## src/rtl/spi_target.sv

```systemverilog
// SPI target endpoint: oversampled sclk/cs_n/mosi, all four CPOL/CPHA modes, one-word handshakes.
// Optional LSB-first support is enabled by defining SPI_TARGET_LSB_FIRST_EN.
module spi_target #(
  parameter int unsigned DATA_WIDTH  = 8,
  parameter int unsigned SYNC_STAGES = 2
) (
  input  logic                  clk,
  input  logic                  async_rst_n,
  input  logic                  clk_en,
  input  logic                  configure,
  input  logic                  cpol_in,
  input  logic                  cpha_in,
`ifdef SPI_TARGET_LSB_FIRST_EN
  input  logic                  lsb_first_in,
`endif
  input  logic                  sclk,
  input  logic                  cs_n,
  input  logic                  mosi,
  output logic                  miso,
  output logic                  miso_oe,
  input  logic [DATA_WIDTH-1:0] tx_data,
  input  logic                  tx_valid,
  output logic                  tx_ready,
  output logic                  tx_underrun,
  output logic [DATA_WIDTH-1:0] rx_data,
  output logic                  rx_valid,
  output logic                  word_abort
);

  localparam int unsigned CntW = $clog2(DATA_WIDTH);
  localparam logic [CntW-1:0] LastBit = CntW'(DATA_WIDTH - 1);

  typedef enum logic [1:0] {StIdle, StLoad, StActive} state_e;

  state_e state_q, state_d;
  logic [SYNC_STAGES-1:0] sclk_sync_q, sclk_sync_d, cs_sync_q, cs_sync_d, mosi_sync_q, mosi_sync_d;
  logic sclk_hist_q, sclk_hist_d;
  logic cpol_q, cpol_d, cpha_q, cpha_d;
  logic [CntW-1:0] cnt_q, cnt_d;
  logic [DATA_WIDTH-1:0] shift_in_q, shift_in_d, shift_out_q, shift_out_d, rx_data_q, rx_data_d;
  logic [DATA_WIDTH-1:0] in_next;
  logic load_pend_q, load_pend_d, skip_q, skip_d;
  logic rx_valid_q, rx_valid_d, tx_ready_q, tx_ready_d;
  logic tx_underrun_q, tx_underrun_d, word_abort_q, word_abort_d;
  logic sclk_s, cs_s, mosi_s, lead_edge, trail_edge, sample_edge, shift_edge;
  logic load_word, shift_word, lsb_first;

`ifdef SPI_TARGET_LSB_FIRST_EN
  logic lsb_first_q, lsb_first_d;
  assign lsb_first = lsb_first_q;
  always_ff @(posedge clk or negedge async_rst_n) begin
    if (!async_rst_n)  lsb_first_q <= 1'b0;
    else if (clk_en)   lsb_first_q <= lsb_first_d;
  end
  always_comb begin
    lsb_first_d = lsb_first_q;
    if (state_q == StIdle && configure) lsb_first_d = lsb_first_in;
  end
`else
  assign lsb_first = 1'b0;
`endif

  assign sclk_s = sclk_sync_q[SYNC_STAGES-1];
  assign cs_s   = cs_sync_q[SYNC_STAGES-1];
  assign mosi_s = mosi_sync_q[SYNC_STAGES-1];

  // Leading edge leaves the idle level; trailing edge returns to it.
  assign lead_edge   = cpol_q ? (~sclk_s & sclk_hist_q) : (sclk_s & ~sclk_hist_q);
  assign trail_edge  = cpol_q ? (sclk_s & ~sclk_hist_q) : (~sclk_s & sclk_hist_q);
  assign sample_edge = cpha_q ? trail_edge : lead_edge;
  assign shift_edge  = cpha_q ? lead_edge : trail_edge;

  assign in_next = lsb_first ? {mosi_s, shift_in_q[DATA_WIDTH-1:1]}
                             : {shift_in_q[DATA_WIDTH-2:0], mosi_s};

  always_ff @(posedge clk or negedge async_rst_n) begin
    if (!async_rst_n) begin
      state_q <= StIdle;
    end else if (clk_en) begin
      state_q <= state_d;
    end
  end

  always_comb begin
    state_d = state_q;
    unique case (state_q)
      StIdle:   if (!cs_s) state_d = StLoad;
      StLoad:   state_d = cs_s ? StIdle : StActive;
      StActive: if (cs_s) state_d = StIdle;
      default:  state_d = StIdle;
    endcase
  end

  always_comb begin
    miso_oe = (state_q != StIdle) && !cs_s;
    miso    = miso_oe & (lsb_first ? shift_out_q[0] : shift_out_q[DATA_WIDTH-1]);
  end

  always_ff @(posedge clk or negedge async_rst_n) begin
    if (!async_rst_n) begin
      sclk_sync_q   <= '0;
      cs_sync_q     <= '1;
      mosi_sync_q   <= '0;
      sclk_hist_q   <= 1'b0;
      cpol_q        <= 1'b0;
      cpha_q        <= 1'b0;
      cnt_q         <= '0;
      shift_in_q    <= '0;
      shift_out_q   <= '0;
      rx_data_q     <= '0;
      load_pend_q   <= 1'b0;
      skip_q        <= 1'b0;
      rx_valid_q    <= 1'b0;
      tx_ready_q    <= 1'b0;
      tx_underrun_q <= 1'b0;
      word_abort_q  <= 1'b0;
    end else if (clk_en) begin
      sclk_sync_q   <= sclk_sync_d;
      cs_sync_q     <= cs_sync_d;
      mosi_sync_q   <= mosi_sync_d;
      sclk_hist_q   <= sclk_hist_d;
      cpol_q        <= cpol_d;
      cpha_q        <= cpha_d;
      cnt_q         <= cnt_d;
      shift_in_q    <= shift_in_d;
      shift_out_q   <= shift_out_d;
      rx_data_q     <= rx_data_d;
      load_pend_q   <= load_pend_d;
      skip_q        <= skip_d;
      rx_valid_q    <= rx_valid_d;
      tx_ready_q    <= tx_ready_d;
      tx_underrun_q <= tx_underrun_d;
      word_abort_q  <= word_abort_d;
    end
  end

  always_comb begin
    sclk_sync_d   = {sclk_sync_q[SYNC_STAGES-2:0], sclk};
    cs_sync_d     = {cs_sync_q[SYNC_STAGES-2:0], cs_n};
    mosi_sync_d   = {mosi_sync_q[SYNC_STAGES-2:0], mosi};
    sclk_hist_d   = sclk_s;
    cpol_d        = cpol_q;
    cpha_d        = cpha_q;
    cnt_d         = cnt_q;
    shift_in_d    = shift_in_q;
    shift_out_d   = shift_out_q;
    rx_data_d     = rx_data_q;
    load_pend_d   = load_pend_q;
    skip_d        = skip_q;
    rx_valid_d    = 1'b0;
    tx_ready_d    = 1'b0;
    tx_underrun_d = 1'b0;
    word_abort_d  = 1'b0;
    load_word     = 1'b0;
    shift_word    = 1'b0;
    unique case (state_q)
      StIdle: begin
        if (configure) begin
          cpol_d = cpol_in;
          cpha_d = cpha_in;
        end
      end
      StLoad: begin
        cnt_d       = '0;
        load_pend_d = 1'b0;
        skip_d      = cpha_q;
        load_word   = ~cs_s;
      end
      StActive: begin
        // Deselect takes priority; any sclk edge seen in the same cycle is dropped.
        if (cs_s) begin
          word_abort_d = (cnt_q != '0);
          cnt_d        = '0;
          load_pend_d  = 1'b0;
          skip_d       = 1'b0;
        end else begin
          if (sample_edge) begin
            shift_in_d = in_next;
            if (cnt_q == LastBit) begin
              cnt_d       = '0;
              rx_data_d   = in_next;
              rx_valid_d  = 1'b1;
              load_pend_d = 1'b1;
            end else begin
              cnt_d = cnt_q + 1'b1;
            end
          end
          if (shift_edge) begin
            if (skip_q) begin
              skip_d = 1'b0;
            end else if (load_pend_q) begin
              load_word   = 1'b1;
              load_pend_d = 1'b0;
            end else begin
              shift_word = 1'b1;
            end
          end
        end
      end
      default: ;
    endcase
    if (load_word) begin
      shift_out_d   = tx_valid ? tx_data : '0;
      tx_ready_d    = tx_valid;
      tx_underrun_d = ~tx_valid;
    end else if (shift_word) begin
      shift_out_d = lsb_first ? (shift_out_q >> 1) : (shift_out_q << 1);
    end
  end

  assign rx_data     = rx_data_q;
  assign rx_valid    = rx_valid_q;
  assign tx_ready    = tx_ready_q;
  assign tx_underrun = tx_underrun_q;
  assign word_abort  = word_abort_q;

endmodule

```

## config.mk

```make
export PLATFORM = sky130hd
export DESIGN_NAME = spi_target
export DESIGN_NICKNAME = d
export VERILOG_FILES = /design/src/rtl/spi_target.sv
export SDC_FILE = /design/constraint.sdc
export NUM_CORES = 1
export LEC_CHECK = 0
export CORE_MARGIN = 8
export CORE_UTILIZATION = 50
export CTS_CLUSTER_SIZE = 10
export DETAILED_ROUTE_END_ITERATION = 16
export PLACE_DENSITY = 0.87
export SYNTH_ARGS = -nofsm -noshare
export SYNTH_HDL_FRONTEND = slang
export SYNTH_SLANG_ARGS = --single-unit
```

## constraint.sdc

```tcl
create_clock -name clk -period 2.3 [get_ports clk]
set_input_delay 0.69 -clock clk [delete_from_list [all_inputs] [get_ports clk]]
set_output_delay 0.69 -clock clk [all_outputs]
set_load 0.1 [all_outputs]
```

# Word-level counts from Yosys, hierarchy flattened
# Index checks and enable logic that the tools add are counted.
[totals] reg_bits=43 latch_bits=0 ramBits=0 rom_bits=0 input_bits=18 out_inout_bits=14 wordCells=90 mem_count=0
[op_classes] addsub=1 n_mul=0 div=0 magnitude_cmp=0 eq_ne=7 shifts=0 mux=43 bitwise_logic=7 reduce_logical=15
[ops] op="$mux W1" n=29
[ops] op="$mux W8" n=3
[ops] op="$reduce_and A3 Y1" n=4
[ops] op="$mux W3" n=3
[ops] op="$mux W2" n=3
[ops] op="$ne A3 B3 Y1 const B" n=2
[ops] op="$pmux W1 S2" n=3
[ops] op="$pmux W2 S3" n=1
[ops] op="$pmux W3 S2" n=1
[ops] op="$reduce_bool A2 Y1" n=3
[ops] op="$reduce_and A5 Y1" n=1
[ops] op="$ne A2 B2 Y1 const B" n=2
[ops] op="$not A1 Y1" n=4
[ops] op="$reduce_and A2 Y1" n=2
[ops] op="$reduce_and A4 Y1" n=1
[ops] op="$add A3 B1 Y3 const B" n=1
[ops] op="$and A1 B1 Y1" n=3
[ops] op="$eq A3 B3 Y1 const B" n=1
[ops] op="$reduce_bool A3 Y1" n=1
[ops] op="$eq A2 B1 Y1 const B" n=1
[ops] op="$eq A2 B2 Y1 const B" n=1
[ops] op="$logic_not A2 Y1" n=1
[ops] op="$logic_and A1 B1 Y1" n=1
[ops] op="$logic_not A1 Y1" n=1

# Longest topological paths before layout
[logic_depth] ltp_word=10 depth_mapped=9 ltp_nobuf=7

# Least setup slack after synthesis
# No wires, ideal clock.
[synth_path] path_kind="reg-to-output" startpoint="register state_q[0]" endpoint="output port miso" t_arrival_ns=2.841 required_ns=1.610 path_slack_ns=-1.231 stages_incl_launch_ff=5 n_path_buf=0 path_cell_list="dfrtp_1 > inv_1 > ha_1 > nor2_1 > and2_1"
[synth_between] elab_chain_len=3
[synth_rtl] item="start: declaration" line_no="35" rtl="state_e state_q, state_d;"
[synth_rtl] item="start signal: assignment" line_no="78" rtl="state_q <= StIdle;"
[synth_rtl] item="start signal: assignment" line_no="80" rtl="state_q <= state_d;"
[synth_rtl] item="$reduce_bool A2 Y1" line_no="95" rtl="miso_oe = (state_q != StIdle) && !cs_s;"
[synth_rtl] item="$logic_and A1 B1 Y1" line_no="95"
[synth_rtl] item="via miso_oe" line_no="20" rtl="output logic miso_oe,"
[synth_rtl] item="$and A1 B1 Y1" line_no="96" rtl="miso = miso_oe & (lsb_first ? shift_out_q[0] : shift_out_q[DATA_WIDTH-1]);"
[synth_rtl] item="end: declaration" line_no="19" rtl="output logic miso,"
# The timed path passes the listed nets, and every way through them passes these cells.

# Worst setup path in the final report
[layout_path] startpoint="register state_q[0]" endpoint="output port miso"
[layout_between] elab_chain_len=3
[layout_rtl] item="$reduce_bool A2 Y1" line_no="95"
[layout_rtl] item="$logic_and A1 B1 Y1" line_no="95"
[layout_rtl] item="$and A1 B1 Y1" line_no="96"
# No other way between the ends.

==> results.yml <==
critical_path:
  path_buf_inv: 2
  endpoint_kind: "primary output"
  worst_path_max_delay_cell: "dfrtp_1"
  critPathMaxStageDelay_ns: 0.38
  required_ns: 1.61
  r2r_slack_ns: 0.36
  crit_chain: "inv_1 > ha_2 > nor2_4 > and2_4 > buf_12"
  critPathLaunchType: "register"
  path_max_fanout: 5
  crit_type: "reg -> out"
  crit_arrival_ns: 1.46
  critical-path-top-delay-family: "flip-flops"
place:
  place.gp.congestion: 0.752
  place_hpwl_um: 2810
  numPortBuffers: 31
clock_tree:
  post-cts-setup-buffers: 0
  clkLatencyLatePin_ns: 0.30
  ctsResizeCount: 0
  ctsHoldBuffers: 0
  htree_levels: 2
  cts-root-buf: "clkbuf_8"
  cts_made_buffers: 5
  clkTransAtPathRegs_ns: 0.08
  clk_path_buf_depth: 2
  clock-sinks: 43
  cts_tree: "yes"
pwr:
  comb_power_share_pct: 39.5
  p_sw_share_pct: 35.9
  total_power_mw: 2.49
  pwr-share-seq_pct: 41.5
  peakVddDrop_mv: 0.798
  p_clk_share_pct: 19.0
  internal-power_mw: 1.59
  power.density_nw_per_um2: 966
  p_leak_nw: 1.27
  switching_power_mw: 0.891
route:
  ant_nets: 0
  drc_errors: 0
  post_drt_wl_per_cell_um: 14.4
  first_pass_iters: 4
  routed_wl_um: 3740
  first_iter_violations: 43
  vias: 1360
  viasPerCell: 5.23
global_routing:
  grt_max_degree: 25
  grt_pass1_vias: 1449
  grt_remaining_overflow: 0
  track_usage_pct: 12.8
  antenna_found_initial: 0
  grt_first_pass_wirelength_um: 6610
synth:
  ys_types: 36
  ys_ff_latch: 43
  syn-cell-area_um2: 2100
  ys_seq_area_share_pct: 51.3
  synth.avg_cell_area_um2: 12.2
  synthCells: 172
  yosysWarnings: 0
  syn-num-nets: 196
die:
  die-area_um2: 6530
  num_rows: 23
  start_util_pct: 52.1
  io_pins: 32
  die_h_um: 80.8
  core_area_um2: 4030
  chipWidth_um: 80.8
sta:
  worst_clock_skew_ns: 0.00623
  report.final.setup_viol: 0
  hold_violations: 0
  finalSetupTns_ns: 0
  finalCriticalPeriod_ns: 2.15
  drv_slew: 0
  rsz0062_at_grt: "false"
  fin_crit_sh_pct: 93.4
  fmax_mhz: 465
  whs_ns: 0.336
  worstMarginPinSlew_ns: 0.475
  slew_headroom_pct: 68.3
min_path:
  hold_path.class: "in -> async"
status:
  status: "finished clean"
final_layout:
  multi_input_comb_area_um2: 932
  n_fill_cell: 323
  ff_latch_area_um2: 1080
  n_antenna_cell: 0
  drive_gt1_share_pct: 31.9
  nets: 233
  area_growth_pct: 22.6
run:
  cap_viol_max_count: 0
[flip-flops by register name, summed over array words and instances, names as in the netlist]
name         flops
shift_out_q      8
tx_underrun      1
skip_q           1
rx_data          8
load_pend_q      1
cs_sync_q        2
rx_valid         1
cnt_q            3
shift_in_q       7
sclk_hist_q      1
word_abort       1
tx_ready         1
state_q          2
cpol_q           1
mosi_sync_q      2
sclk_sync_q      2
cpha_q           1
[logic make-up (layout without fill, tap and decap cells)]
kind of cell / after synthesis / count (layout) / share of synthesized area [%]
flip-flops: 43 / 43 / 51.3
multiplexers: 43 / 43 / 23.2
buffers and inverters: 22 / 60 / 4.88
XOR/XNOR: 1 / 1 / 0.774
AND/OR/NAND/NOR: 37 / 37 / 9.83
adder cells (fa/ha/maj): 6 / 6 / 3.57
AO/OA/AOI/OAI: 20 / 20 / 6.43
[power by group through the flow]
stage / sequential (mW) / combinational (mW) / clock (mW)
detailed placement: 1.04 / 0.983 / 0
global placement: 1.04 / 0.962 / 0
CTS: 1.03 / 0.985 / 0.489
finish: 1.03 / 0.983 / 0.471
floorplan: 1.06 / 0.718 / 0
global route: 1.05 / 1.08 / 0.514
[metrics by stage]
| step | utilization (%) | instance area [um2] | setup WS [ns] | std cells |
|---|---|---|---|---|
| 4_1_cts | 63.9 | 2570 | 0.0568 | 260 |
| 6_report | 63.9 | 2570 | 0.151 | 260 |
| 3_5_place_dp | 61.6 | 2480 | 0.110 | 252 |
| 2_1_floorplan | - | 2110 | 0.000758 | 172 |
| 5_1_grt | 63.9 | 2570 | 0.0622 | 260 |
| 3_3_place_gp | 61.6 | 2480 | 0.161 | 252 |
[worst paths after layout]
| path | startpoint | to | cells past startpoint |
|---|---|---|---|
| worst max register to register | state_q[0]$_DFFE_PN0P_ | shift_out_q[5]$_DFFE_PN0P_ | 8 |
| min in group clk | rx_data[6]$_DFFE_PN0P_ | rx_data[6]$_DFFE_PN0P_ | 1 |
| worst max-delay path | state_q[0]$_DFFE_PN0P_ | miso | 5 |
| worst min-delay path | async_rst_n | shift_out_q[4]$_DFFE_PN0P_ | 1 |
| worst min register to register | rx_data[6]$_DFFE_PN0P_ | rx_data[6]$_DFFE_PN0P_ | 1 |
| max in group asynchronous | async_rst_n | shift_in_q[2]$_DFFE_PN0P_ | 2 |
[cell usage after synthesis, drive strengths merged]
cell	instances	area (um2)
and3	2	13.8
dfrtp	41	1030
nor3	1	5.00
and2	4	25.0
a21boi	2	15.0
clkbuf	3	11.3
nor2	4	15.0
o21ai	7	35.0
a22oi	1	12.5
o221a	1	11.3
buf	5	38.8
xnor2	1	16.3
nand3b	1	7.51
o2111ai	3	26.3
nand3	5	25.0
inv	14	52.6
nor3b	2	15.0
nand2	11	51.3
o22ai	3	18.8
mux2i	13	130
a31oi	1	6.26
a21oi	2	10.0
ha	6	75.1
and2b	2	17.5
mux2	30	357
nand2b	3	18.8
dfstp	2	52.6
nor2b	2	12.5
[layout by cell type (no fill, tap or decap), drive strengths merged, types with 4 or more instances in the layout]
cell	netlist	final
mux2i	13	13
mux2	30	30
o21ai	7	7
clkbuf	3	5
and2	4	4
nand3	5	5
inv	14	14
clkdlybuf4s50	0	16
ha	6	6
dfrtp	41	41
buf	5	22
nand2	11	11
nor2	4	4
[per-layer routing]
layer | wire length (um) | global-route usage [%]
met1 | 1700 | 15.5
met5 | 0 | 0
met4 | 56 | 4.29
met3 | 229 | 5.08
met2 | 1750 | 20.4
[final cells by class]
type | count | share of cell area [%]
Tap cell | 50 | 2.43
Inverter | 14 | 2.04
Clock inverter | 3 | 0.777
Clock buffer | 5 | 2.67
Timing Repair Buffer | 38 | 14.0
Multi-Input combinational cell | 107 | 36.2
Sequential cell | 43 | 41.9
No activity file was read; power rests on OpenSTA's default activity.
==> edit, RTL diff (same settings) <==
Change the parameter `SYNC_STAGES` from 2 to 4.
--- a/src/rtl/spi_target.sv
+++ b/src/rtl/spi_target.sv
@@ -4,3 +4,3 @@
   parameter int unsigned DATA_WIDTH  = 8,
-  parameter int unsigned SYNC_STAGES = 2
+  parameter int unsigned SYNC_STAGES = 4
 ) (
Behaviour: not the same (a bounded check fails within 4 cycles, from zero or initial values and one cycle with async_rst_n low).
==> edit against the original RTL <==
  * Core utilization down 0.23 points
  * Maximum frequency down 0.65%
  * Wire length up 20%
  * Count of clock-buffer cells in the layout up 1
  * Setup slack worse by 14 ps
  * Sequential power up 16%
  * Power up 12%
  * Synthesized cell count up 11%
  * Register-to-register slack worse by 100 ps
  * Synthesized area up 8.0%
  * Sequential cell count up 6
  * Cell area up 7.7%
  * Final cell count up 7.7%
  * Critical path type unchanged
==> edit: results (changes against the original RTL) <==
status: "finished, final reports clean"  # unchanged
finalWirelength_um: 4490  # was 3740 um
r2r-end: "rx_data[7]"  # was shift_out_q[5]
use_met2_pct: 21.6  # was 20.4%
grt_pass1_wl_um: 7890  # was 6610 um
syn_nets: 215  # was 196
post-place-ws_ps: 22.7  # was 110 ps
dp_hpwl_um: 3220  # was 2810 um
ff2ff_setup_slack_ps: 260  # was 360 ps
grt_util_met3_pct: 5.57  # was 5.08%
reg2reg_depth: 6  # was 8
drtIter0Drc: 91  # was 43
relSlewSlack_pct: 69.7  # was 68.3%
grt_use_total_pct: 13.6  # was 12.8%
fin_skew_ps: 6.70  # was 6.23 ps
fillCellCount: 324  # was 323
grt_max_degree: 33  # was 25
wl_met2_um: 2160  # was 1750 um
synth_cell_types: 38  # was 36
routabilityCongestion: 0.840  # was 0.752
fmax_ghz: 0.462  # was 0.465 GHz
layoutNonFillerInstCount: 280  # was 260
grtUsageMet1_pct: 16.5  # was 15.5%
yosys-top-cells-area: "dfrtp_1 (50%), mux2_2 (11%), mux2_4 (6.0%), dfstp_2 (4.6%), a21oi_1 (4.0%)"  # was dfrtp_1 (49%), mux2_2 (10%), mux2i_1 (6.2%), ha_1 (3.6%), mux2_4 (3.6%)
crit_path_max_incr_delay_ps: 400  # was 380 ps
p_leak_nw: 1.26  # was 1.27 nW
yosysSeqAreaShare_pct: 54.2  # was 51.3%
[edit: cell count changes after synthesis, moves of 3 or more]
cell	delta
mux2_1	-6
a21oi_1	+16
nor2_1	+6
mux2_4	+4
inv_1	-4
and2_1	-3
nand3_1	+6
mux2_2	+4
o21ai_0	+5
mux2i_1	-12
dfrtp_1	+4
[edit: logic make-up after synthesis]
group | count (synthesis) | share of synthesized area, %
flops | 49 | 54.2
xor+xnor | 1 | 0.386
fa+ha+maj | 6 | 3.31
buf+inv | 16 | 2.70
mux | 33 | 17.8
compound gates | 41 | 10.9
simple gates | 45 | 10.7
[edit: final cells by class]
type | count | area (sq um) | share of cell area [%]
clock buffer | 6 | 72.6 | 2.62
clock inverter | 2 | 38.8 | 1.40
inverter | 10 | 37.5 | 1.35
multi-input combinational | 126 | 990 | 35.7
sequential | 49 | 1230 | 44.4
tap | 52 | 65.1 | 2.35
timing repair buffer | 35 | 338 | 12.2
[edit: power groups by stage]
stage	Clock [mW]	Sequential, mW	Combinational, mW
after global placement	0	1.19	0.958
final	0.613	1.19	0.993
after floorplan	0	1.19	0.706
after global routing	0.667	1.21	1.09
after detailed placement	0	1.20	0.992
after CTS	0.630	1.19	0.999
[edit: metrics by stage]
stage	power, mW	utilization (%)	instance area [sq um]	hold WS, ps
2_1_floorplan	1.90	-	2280	394
3_3_place_gp	2.15	61.1	2660	473
3_5_place_dp	2.19	61.1	2660	478
4_1_cts	2.81	63.7	2770	322
5_1_grt	2.97	63.7	2770	337
6_report	2.79	63.7	2770	316
[edit: worst reg2reg max path: stages (launching register included)]
cell,delay (ps)
dfrtp_1,420
inv_1,90
ha_1,430
nand2b_1,230
nor2_4,210
nand3_4,190
mux2_4,350
